===== src/rtl/seg7_scan_ctrl.sv =====
// seg7_scan_ctrl: time-multiplexed scan controller for up to eight 7-segment
// digits. Two requesters share the display through a round-robin arbiter with
// a one-deep pending buffer; new values are committed only at frame boundaries.
// Optional build macro: SEG7_SCAN_LZB_EN enables leading-zero blanking.

// Hex nibble to active-low {g..a} segment pattern.
module seg7_dec (
    input  logic [3:0] nibble,
    output logic [6:0] seg
);
    // Pure lookup; every nibble value is listed so no state is implied.
    always_comb begin
        case (nibble)
            4'h0:    seg = 7'b1000000;
            4'h1:    seg = 7'b1111001;
            4'h2:    seg = 7'b0100100;
            4'h3:    seg = 7'b0110000;
            4'h4:    seg = 7'b0011001;
            4'h5:    seg = 7'b0010010;
            4'h6:    seg = 7'b0000010;
            4'h7:    seg = 7'b1111000;
            4'h8:    seg = 7'b0000000;
            4'h9:    seg = 7'b0011000;
            4'hA:    seg = 7'b0001000;
            4'hB:    seg = 7'b0000011;
            4'hC:    seg = 7'b1000110;
            4'hD:    seg = 7'b0100001;
            4'hE:    seg = 7'b0000110;
            default: seg = 7'b0001110;
        endcase
    end
endmodule

module seg7_scan_ctrl #(
    parameter int NUM_DIGITS = 8,
    parameter int DIV_CYCLES = 50000
) (
    input  logic                  iCLK,
    input  logic                  iRST_N,
    input  logic                  iREQ_A,
    input  logic [31:0]           iDATA_A,
    output logic                  oGNT_A,
    input  logic                  iREQ_B,
    input  logic [31:0]           iDATA_B,
    output logic                  oGNT_B,
    input  logic                  iBLANK,
    output logic [6:0]            oSEGMENT,
    output logic [NUM_DIGITS-1:0] oDIG_SEL_N,
    output logic [2:0]            oDIGIT_IDX,
    output logic                  oPENDING
);
    localparam int                DATA_W   = 4 * NUM_DIGITS;
    localparam int                DIV_W    = $clog2(DIV_CYCLES);
    localparam logic [DIV_W-1:0]  DIV_LAST = DIV_W'(DIV_CYCLES - 1);
    localparam logic [2:0]        IDX_LAST = 3'(NUM_DIGITS - 1);
    localparam logic [6:0]        SEG_DARK = 7'h7F;

    typedef enum logic { S_IDLE, S_PEND } state_e;
    typedef enum logic { PTR_A, PTR_B }   ptr_e;

    logic [DIV_W-1:0]      div_q, div_d;
    logic [2:0]            idx_q, idx_d;
    state_e                state_q, state_d;
    ptr_e                  ptr_q, ptr_d;
    logic [DATA_W-1:0]     pending_q, pending_d;
    logic [DATA_W-1:0]     display_q, display_d;
    logic [6:0]            seg_q, seg_d;
    logic [NUM_DIGITS-1:0] sel_q, sel_d;
    logic [2:0]            didx_q, didx_d;

    logic       tick, frame_end;
    logic       gnt_a, gnt_b;
    logic [3:0] nibble;
    logic [6:0] seg_dec;
    logic       lzb_blank;
`ifdef SEG7_SCAN_LZB_EN
    logic       run_zero;
`endif

    // Only the low DATA_W bits of each request word reach the display.
    logic unused_data;
    assign unused_data = ^{iDATA_A, iDATA_B};

    // Digit-slot divider and digit index; a frame ends on the last digit's tick.
    always_comb begin
        // NOTE: every always_comb output gets a default first so no path can infer a latch.
        tick      = (div_q == DIV_LAST);
        frame_end = tick && (idx_q == IDX_LAST);
        div_d     = tick ? '0 : div_q + DIV_W'(1);
        idx_d     = idx_q;
        if (tick) begin
            idx_d = (idx_q == IDX_LAST) ? 3'd0 : idx_q + 3'd1;
        end
    end

    // Round-robin arbiter and pending/commit FSM; grants are combinational off registered state.
    always_comb begin
        gnt_a     = 1'b0;
        gnt_b     = 1'b0;
        state_d   = state_q;
        ptr_d     = ptr_q;
        pending_d = pending_q;
        display_d = display_q;
        if (state_q == S_IDLE) begin
            if (iREQ_A && iREQ_B) begin
                gnt_a = (ptr_q == PTR_A);
                gnt_b = (ptr_q == PTR_B);
            end else begin
                gnt_a = iREQ_A;
                gnt_b = iREQ_B;
            end
            if (gnt_a) begin
                pending_d = iDATA_A[DATA_W-1:0];
                ptr_d     = PTR_B;
                state_d   = S_PEND;
            end else if (gnt_b) begin
                pending_d = iDATA_B[DATA_W-1:0];
                ptr_d     = PTR_A;
                state_d   = S_PEND;
            end
        end else if (frame_end) begin
            // Commit on the frame edge so the new value starts with digit 0.
            display_d = pending_q;
            state_d   = S_IDLE;
        end
    end

    // Select the current digit's nibble and, optionally, its leading-zero blank.
    always_comb begin
        nibble    = 4'h0;
        lzb_blank = 1'b0;
`ifdef SEG7_SCAN_LZB_EN
        run_zero  = 1'b1;
`endif
        for (int k = NUM_DIGITS - 1; k >= 0; k--) begin
`ifdef SEG7_SCAN_LZB_EN
            run_zero = run_zero && (display_q[4*k +: 4] == 4'h0);
`endif
            if (idx_q == 3'(k)) begin
                nibble = display_q[4*k +: 4];
`ifdef SEG7_SCAN_LZB_EN
                lzb_blank = run_zero && (k != 0);
`endif
            end
        end
    end

    seg7_dec u_seg7_dec (
        .nibble (nibble),
        .seg    (seg_dec)
    );

    // Next values of the registered display outputs; blanking overrides everything.
    always_comb begin
        seg_d  = lzb_blank ? SEG_DARK : seg_dec;
        sel_d  = '1;
        didx_d = idx_q;
        for (int k = 0; k < NUM_DIGITS; k++) begin
            sel_d[k] = (idx_q != 3'(k));
        end
        if (iBLANK) begin
            seg_d = SEG_DARK;
            sel_d = '1;
        end
    end

    // All state, including the data buffers, returns to a known dark/empty state on reset.
    always_ff @(posedge iCLK or negedge iRST_N) begin
        if (!iRST_N) begin
            div_q     <= '0;
            idx_q     <= 3'd0;
            state_q   <= S_IDLE;
            ptr_q     <= PTR_A;
            pending_q <= '0;
            display_q <= '0;
            seg_q     <= SEG_DARK;
            sel_q     <= '1;
            didx_q    <= 3'd0;
        end else begin
            // NOTE: non-blocking updates keep every flop sampling pre-edge values.
            div_q     <= div_d;
            idx_q     <= idx_d;
            state_q   <= state_d;
            ptr_q     <= ptr_d;
            pending_q <= pending_d;
            display_q <= display_d;
            seg_q     <= seg_d;
            sel_q     <= sel_d;
            didx_q    <= didx_d;
        end
    end

    assign oGNT_A     = gnt_a;
    assign oGNT_B     = gnt_b;
    assign oSEGMENT   = seg_q;
    assign oDIG_SEL_N = sel_q;
    assign oDIGIT_IDX = didx_q;
    assign oPENDING   = (state_q == S_PEND);

endmodule


===== config.mk =====
export PLATFORM = sky130hd
export DESIGN_NAME = seg7_scan_ctrl
export DESIGN_NICKNAME = d
export VERILOG_FILES = /design/src/rtl/seg7_scan_ctrl.sv
export SDC_FILE = /design/constraint.sdc
export NUM_CORES = 1
export LEC_CHECK = 0
export CORE_ASPECT_RATIO = 1.4
export CORE_MARGIN = 4
export CORE_UTILIZATION = 25
export DETAILED_ROUTE_END_ITERATION = 8
export PLACE_DENSITY = 0.51
export SLEW_MARGIN = 20
export SYNTH_ARGS = -nofsm -noshare
export SYNTH_HDL_FRONTEND = slang
export SYNTH_SLANG_ARGS = --single-unit

===== constraint.sdc =====
create_clock -name iCLK -period 4.2 [get_ports iCLK]
set_input_delay 0.84 -clock iCLK [delete_from_list [all_inputs] [get_ports iCLK]]
set_output_delay 0.84 -clock iCLK [all_outputs]
set_load 0.05 [all_outputs]

==> metrics.md, run 1 <==
| Metric | Value |
|---|---|
| Status | complete, no violations |
| Worst slew margin relative to its limit | 51.7% |
| Top-Level Pins | 90 |
| Leading post-synthesis cells by instance count | sky130_fd_sc_hd__dfrtp_1, sky130_fd_sc_hd__nand2_1, sky130_fd_sc_hd__o21ai_0 |
| Global-route wire length before repair | 18,700 um |
| Number of buffers on the longest clock path | 2 |
| Standard cell with the maximum stage delay on the critical path | sky130_fd_sc_hd__clkdlybuf4s50_1 |
| Count of antenna diodes in the layout | 0 |
| Average via count per standard cell | 4.49 |
| Post-layout minimum cycle time | 3.47 ns |
| DIE AREA | 0.0222 mm^2 |
| Distinct cells, synth | 54 |
| Max cap viols | 0 |
| Maximum number of pins on one net before global-route repair | 81 |
| Max H-tree Level | 3 |
| Worst R2R End | oSEGMENT[0] |
| Placement Rows | 60 |
| Post-route ant nets | 0 |
| Fmax | 288 MHz |
| Final worst hold slack | 0.468 ns |
| 1st-pass router iterations | 4 |
| Launching element type of the critical path | input pin |
| Clock buffers created by TritonCTS | 9 |
| Clock transition time at the flip-flop clock pins of the worst setup and hold paths | 0.07 ns |
| Peak supply drop | 0.174 mV |
| Pwr per Cell Area | 325 mW/mm^2 |
| Area share of and/or/nand/nor cells after synthesis | 12.9% |
| Worst setup path startpoint | iREQ_B |
| Worst reg2reg path startpoint | didx_d[2] |
| Total Power | 0.00210 W |
| Area share of the largest cell type after synthesis | 44.4% |
| Drt initial violations | 148 |
| Synthesized area | 0.00496 mm^2 |
| Synthesis Warnings | 0 |
| RePlAce Congestion | 0.884 |
| RSZ-0062 raised after global routing | no |
| Number of endpoints failing setup at the final stage | 0 |
| Most frequently used flop master after synthesis | sky130_fd_sc_hd__dfrtp_1 |
| End of the critical path | oGNT_B |
| Final setup skew | 0.00944 ns |
| Async S/R FF share, synth | 100% |
| Post-synthesis net count | 541 |
| TritonCTS clock tree | built |
| Crit path max fanout | 2 |
| Static Leakage | 2.93 nW |
| Post-synthesis share of cell area spent on xor and xnor gates | 2.29% |
| Portion of the post-synthesis area used by sequential elements | 52.3% |
| Dominant cell type by area after synthesis | sky130_fd_sc_hd__dfrtp_1 |
| Endpoint kind of the worst setup timing path | output pin |
| Req. time, crit path | 3.36 ns |
| Dpl hpwl | 8450 um |
| Total track usage | 10.3% |
| Number of buffers inserted by post-CTS setup repair | 0 |
| Fraction of final layout cells sized beyond drive strength 1 | 14.8% |
| Number of enable flip-flop cells after synthesis | 0 |
| Number of port buffers | 89 |
| Mux share of post-synthesis cell area | 14.7% |
| Count of endpoints failing hold in the final timing report | 0 |
| Setup total negative slack | 0 ns |
| Final Cycle Share | 82.7% |
| Largest family of logic cells by synthesized area | multiplexers |
| Number of placed cells counting well taps | 778 |
| Slew at the pin closest to its max-slew limit | 0.724 ns |
| Worst path cell trace | clkdlybuf4s50_1, nand2b_1, a21oi_1, clkdlybuf4s50_1 |
| Number of global-route vias before repair | 3,858 |
| Largest stage delay, worst path | 0.87 ns |
| Synthesized netlist cell count | 459 |
| Detailed-route wire length | 11,000 um |
| DR DRC count | 0 |
| Root buffer cell | sky130_fd_sc_hd__clkbuf_16 |
| Number of antenna violations at the first check in global routing | 0 |
| Arrival time of the worst setup path | 2.63 ns |
| Final #Nets | 623 |
| Horizontal extent of the die | 127 um |
| Die Height | 175 um |
| Number of fillers in the final layout | 2,031 |
| Number of sinks on the clock net | 103 |
| Most common cell in the netlist | sky130_fd_sc_hd__dfrtp_1 |
| Kind of critical path | input pin to output pin |
| Reg2Reg Setup Slack | 0.77 ns |
| Core footprint | 0.0194 mm^2 |
| Worst reg-to-reg path cell count | 11 |
| Clock Latency Late Sink | 0.34 ns |
| Slew Viols, Final | 0 |
| Cell mode on critical path | sky130_fd_sc_hd__clkdlybuf4s50_1 |
| Biggest area contributors in the synthesized netlist | sky130_fd_sc_hd__dfrtp_1, sky130_fd_sc_hd__dfstp_2, sky130_fd_sc_hd__mux2i_1, sky130_fd_sc_hd__mux2_2, sky130_fd_sc_hd__nand2_1 |
| Vias post-DR | 3,567 |
| # resized after CTS | 0 |
| Overflow after GRT | 0 |
| Flip-flop and latch count after synthesis | 103 |
| Complex-gate fraction of the synthesized area | 11.0% |
| Post-detailed-route wirelength per cell | 13.9 um |
| Post-synthesis adder-cell area fraction | 3.28% |
| Post-synthesis area per instance | 10.8 um^2 |
| Worst hold-check path type | register to register |
| Number of hold buffers added after CTS | 0 |
| Starting density of the core | 25.6% |
| Finished Layout Cells | 794 |
| Layout overhead on the synthesized area | 29.9% |
==> metrics by stage <==
| step | utilization, % | instance area (um^2) | setup WS, ns |
|---|---|---|---|
| after floorplan | - | 4960 | 1.28 |
| after global placement | 31.6 | 6120 | 0.782 |
| after detailed placement | 31.6 | 6120 | 0.726 |
| after CTS | 33.3 | 6450 | 0.711 |
| after global routing | 33.3 | 6450 | 0.532 |
| final | 33.3 | 6450 | 0.728 |
==> sequential cells by signal, summed over array words and instances (netlist names) <==
signal	count
display_q	32
oPENDING	1
div_q	16
ptr_q	1
oDIG_SEL_N	8
pending_q	32
oDIGIT_IDX	3
oSEGMENT	7
didx_d	3
==> cell usage in the layout, fill, tap and decap left out, types with 4 or more instances in the layout <==
| master | instances |
|---|---|
| sky130_fd_sc_hd__dfrtp_1 | 88 |
| sky130_fd_sc_hd__clkdlybuf4s50_1 | 87 |
| sky130_fd_sc_hd__nand2_1 | 60 |
| sky130_fd_sc_hd__o21ai_0 | 45 |
| sky130_fd_sc_hd__mux2i_1 | 37 |
| sky130_fd_sc_hd__mux2_2 | 32 |
| sky130_fd_sc_hd__nor2_1 | 21 |
| sky130_fd_sc_hd__dfstp_2 | 15 |
| sky130_fd_sc_hd__nand3_1 | 14 |
| sky130_fd_sc_hd__inv_1 | 14 |
| sky130_fd_sc_hd__ha_1 | 13 |
| sky130_fd_sc_hd__a21oi_1 | 9 |
| sky130_fd_sc_hd__clkbuf_16 | 9 |
| sky130_fd_sc_hd__buf_4 | 9 |
| sky130_fd_sc_hd__nor3_1 | 7 |
| sky130_fd_sc_hd__xor2_1 | 7 |
| sky130_fd_sc_hd__nand2b_1 | 6 |
| sky130_fd_sc_hd__and3_1 | 6 |
| sky130_fd_sc_hd__xnor2_1 | 6 |
| sky130_fd_sc_hd__nor2b_1 | 5 |
| sky130_fd_sc_hd__a21o_1 | 4 |
==> cell type report <==
cell class / count / area (um^2) / area share (%)
Sequential cell: 103 / 2600 / 40.3
Tap cell: 248 / 310 / 4.81
Inverter: 14 / 52.6 / 0.815
Timing Repair Buffer: 97 / 950 / 14.7
Clock buffer: 10 / 239 / 3.71
Multi-Input combinational cell: 316 / 2210 / 34.3
Clock inverter: 6 / 90.1 / 1.40
==> routing by layer <==
metal  global-route usage (%)  up-vias  share of wire, %
met3                     1.62       18               3.5
li1                         -     1759                 -
met1                     12.7     1696                43
met2                     17.4       94                51
met4                     4.79        0               2.6
met5                        0        -                 0
==> cells by family (layout without fill, tap and decap cells) <==
| logic type | count (synthesis) | in the layout |
|---|---|---|
| simple gates | 136 | 136 |
| flops | 103 | 103 |
| compound gates | 85 | 85 |
| mux | 69 | 69 |
| buf+inv | 40 | 127 |
| fa+ha+maj | 13 | 13 |
| xor+xnor | 13 | 13 |
==> critical path: cells and delay by family <==
kind / cells / cell delay, ns
AOI/OAI and AO/OA: 1 / 0.29
buffers and inverters: 2 / 1.40
and+or+nand+nor: 1 / 0.10
==> worst min path at each step <==
stage | startpoint | endpoint | slack (ns) | depth (start not counted)
global placement | didx_d[1] | oDIGIT_IDX[1] | 0.41 | 0
global route | didx_d[1] | oDIGIT_IDX[1] | 0.48 | 0
floorplan | didx_d[1] | oDIGIT_IDX[1] | 0.40 | 0
finish | didx_d[1] | oDIGIT_IDX[1] | 0.47 | 0
detailed placement | didx_d[1] | oDIGIT_IDX[1] | 0.44 | 0
CTS | didx_d[1] | oDIGIT_IDX[1] | 0.46 | 0
==> report_power, final <==
| group | internal, W | switching [W] |
|---|---|---|
| clock network | 0.000542 | 0.000361 |
| logic | 0.0000873 | 0.0000685 |
| registers | 0.00102 | 0.0000150 |
| total | 0.00165 | 0.000445 |
(Power assumes the default switching activity.)
==> run 2: changes to the inputs <==
==> constraint.sdc (replaced) <==
create_clock -name iCLK -period 3.3 [get_ports iCLK]
set_input_delay 0.66 -clock iCLK [delete_from_list [all_inputs] [get_ports iCLK]]
set_output_delay 0.66 -clock iCLK [all_outputs]
set_load 0.05 [all_outputs]
==> run 2 against run 1 <==
Power is 21% higher. Sequential share of layout area up 0.063 points. Final area shrank 0.16%. Clock skew is 0.0033 ns higher. Routed wire length fell by 0.41%. Combinational power up 28%. Clock power up 13%. Die area stayed put. Critical path type is now register to register.
==> metrics.md, run 2 (synthesized netlist as in run 1, its figures left out) <==
| Metric | Value |
|---|---|
| Final worst hold slack | 0.339 ns (was 0.468 ns) |
| Detailed-route wire length | 11,000 um (about the same) |
| Final design instance area without fill | 0.00644 mm^2 (was 0.00645 mm^2) |
| Most frequent cells in the layout | sky130_fd_sc_hd__dfrtp_1, sky130_fd_sc_hd__clkdlybuf4s50_1, sky130_fd_sc_hd__nand2_1, sky130_fd_sc_hd__o21ai_0, sky130_fd_sc_hd__mux2i_1 (unchanged) |
| Clk network pwr share | 40.2% (was 43.0%) |
| Max cap viols | 0 (unchanged) |
| Slew Viols, Final | 0 (unchanged) |
| Core footprint | 0.0194 mm^2 (unchanged) |
| Number of fillers in the final layout | 2,028 (was 2,031) |
| Dpl hpwl | 8280 um (was 8450 um) |
| Number of sinks on the clock net | 103 (unchanged) |
| Setup total negative slack | 0 ns (unchanged) |
| Maximum number of pins on one net before global-route repair | 66 (was 81) |
| Number of port buffers | 89 (unchanged) |
| Endpoint kind of the worst setup timing path | register (was output pin) |
| Status | complete, no violations (unchanged) |
| Launching element type of the critical path | register (was input pin) |
| Fmax | 330 MHz |
| Commonest non-fill, non-tap cell in the layout | sky130_fd_sc_hd__dfrtp_1 (unchanged) |
| TritonCTS clock tree | built (unchanged) |
| Internal power of the cells | 0.00196 W (was 0.00165 W) |
| Peak supply drop | 0.215 mV (was 0.174 mV) |
| DR DRC count | 0 (unchanged) |
| Slew at the pin closest to its max-slew limit | 0.630 ns (was 0.724 ns) |
| Post-route ant nets | 0 (unchanged) |
| Clock Latency Late Sink | 0.34 ns (about the same) |
| Global-route wire length before repair | 18,300 um (was 18,700 um) |
| RePlAce Congestion | 0.852 (was 0.884) |
| Pwr per Cell Area | 395 mW/mm^2 (was 325 mW/mm^2) |
| Final #Nets | 624 (was 623) |
| Placement Rows | 60 (unchanged) |
| Switching power as a share of total power | 23.1% (was 21.2%) |
| Final cell utilization of the core | 33.2% (was 33.3%) |
| Crit path max fanout | 8 (was 2) |
| Number of global-route vias before repair | 3,701 (was 3,858) |
| Vias post-DR | 3,539 (was 3,567) |
| Placed inst area | 0.00613 mm^2 (was 0.00612 mm^2) |
| Number of buffers on the longest clock path | 2 (unchanged) |
| Worst slew margin relative to its limit | 58.0% (was 51.7%) |
| Root buffer cell | sky130_fd_sc_hd__clkbuf_16 (unchanged) |
| Overflow after GRT | 0 (unchanged) |
| Max H-tree Level | 3 (unchanged) |
| Count of antenna diodes in the layout | 0 (unchanged) |
| Top-Level Pins | 90 (unchanged) |
| Number of endpoints failing setup at the final stage | 0 (unchanged) |
| Drt initial violations | 177 (was 148) |
| Layout overhead on the synthesized area | 29.7% (was 29.9%) |
| Total track usage | 10.1% (was 10.3%) |
| Horizontal extent of the die | 127 um (unchanged) |
| Average via count per standard cell | 4.45 (was 4.49) |
| Share of total power in sequential cells | 52.0% (was 49.5%) |
| Die Height | 175 um (unchanged) |
| 1st-pass router iterations | 4 (unchanged) |
| Kind of critical path | register to register (was input pin to output pin) |
| Clock buffers created by TritonCTS | 9 (unchanged) |
| Post-layout minimum cycle time | 3.03 ns |
| DIE AREA | 0.0222 mm^2 (unchanged) |
| Worst hold-check path type | input pin to asynchronous set/reset pin (was register to register) |
| RSZ-0062 raised after global routing | no (unchanged) |
| Number of hold buffers added after CTS | 0 (unchanged) |
| Post-detailed-route wirelength per cell | 13.8 um (was 13.9 um) |
| Final setup skew | 0.0127 ns (was 0.00944 ns) |
| Count of endpoints failing hold in the final timing report | 0 (unchanged) |
| Static Leakage | 2.91 nW (was 2.93 nW) |
| Fraction of final layout cells sized beyond drive strength 1 | 15.9% (was 14.8%) |
| Largest registers in the final layout | display_q x32, pending_q x32, div_q x16 (unchanged) |
| Req. time, crit path | 3.55 ns (was 3.36 ns) |
| Number of antenna violations at the first check in global routing | 0 (unchanged) |
| Starting density of the core | 25.6% (unchanged) |
| Arrival time of the worst setup path | 3.28 ns (was 2.63 ns) |
| Net switching power | 0.000587 W (was 0.000445 W) |
| Final Cycle Share | 91.8% |
| Combinational share of power | 7.9% (was 7.4%) |
| Clock transition time at the flip-flop clock pins of the worst setup and hold paths | 0.07 ns (about the same) |
-- run 2: area by class of cell --
| class | count | area [um^2] | share of cell area, % |
|---|---|---|---|
| Sequential cell | 103 | 2600 | 40.3 |
| Multi-Input combinational cell | 316 | 2230 | 34.6 |
| Timing Repair Buffer | 98 | 963 | 15.0 |
| Tap cell | 248 | 310 | 4.82 |
| Clock buffer | 10 | 239 | 3.71 |
| Inverter | 14 | 52.6 | 0.816 |
| Clock inverter | 6 | 51.3 | 0.797 |
-- run 2: critical path, cell delays in order (launching register included) --
cell	delay, ns
sky130_fd_sc_hd__dfrtp_1	0.42
sky130_fd_sc_hd__ha_1	0.24
sky130_fd_sc_hd__ha_1	0.26
sky130_fd_sc_hd__inv_1	0.13
sky130_fd_sc_hd__o221ai_1	0.13
sky130_fd_sc_hd__a211o_1	0.31
sky130_fd_sc_hd__o32ai_2	0.26
sky130_fd_sc_hd__inv_1	0.19
sky130_fd_sc_hd__ha_1	0.34
sky130_fd_sc_hd__o21ai_0	0.11
sky130_fd_sc_hd__mux2i_1	0.09
sky130_fd_sc_hd__or4_1	0.46
-- run 2: stage by stage --
step	std cells	setup WS, ns	power (W)
after global routing	795	0.000967	0.00266
final	795	0.269	0.00254
after detailed placement	779	0.0949	0.00155
after CTS	795	0.0884	0.00259
after global placement	779	0.299	0.00155
after floorplan	459	0.376	0.00141
-- run 2: timing repair --
item | CTS | global route
setup buffers | 0 | 0
setup endpoints to repair | 0 | 3
gates resized for setup | 0 | 4
-- run 2: layer usage --
layer | share of wire [%] | GRT usage, %
met1 | 44 | 12.5
met2 | 51 | 17.4
met3 | 3.5 | 1.90
met4 | 2.2 | 3.94
met5 | 0 | 0
-- run 2: worst paths after layout --
check                                from            end  slack (ns)  depth (start not counted)
worst max-delay path            didx_d[0]    oSEGMENT[0]        0.27                         11
worst min-delay path               iRST_N   pending_q[5]        0.34                          1
worst max register to register  didx_d[0]    oSEGMENT[0]        0.27                         11
worst min register to register  didx_d[1]  oDIGIT_IDX[1]        0.45                          0
max in group asynchronous          iRST_N    oSEGMENT[1]        2.08                          2
min in group iCLK               didx_d[1]  oDIGIT_IDX[1]        0.45                          0
-- run 2: power by group through the flow --
stage | Sequential, W | Combinational, W | Clock [W]
after global placement | 0.00135 | 0.000203 | 0
after global routing | 0.00133 | 0.000223 | 0.00111
after CTS | 0.00132 | 0.000206 | 0.00106
after detailed placement | 0.00135 | 0.000206 | 0
final | 0.00132 | 0.000200 | 0.00102
after floorplan | 0.00136 | 0.0000575 | 0
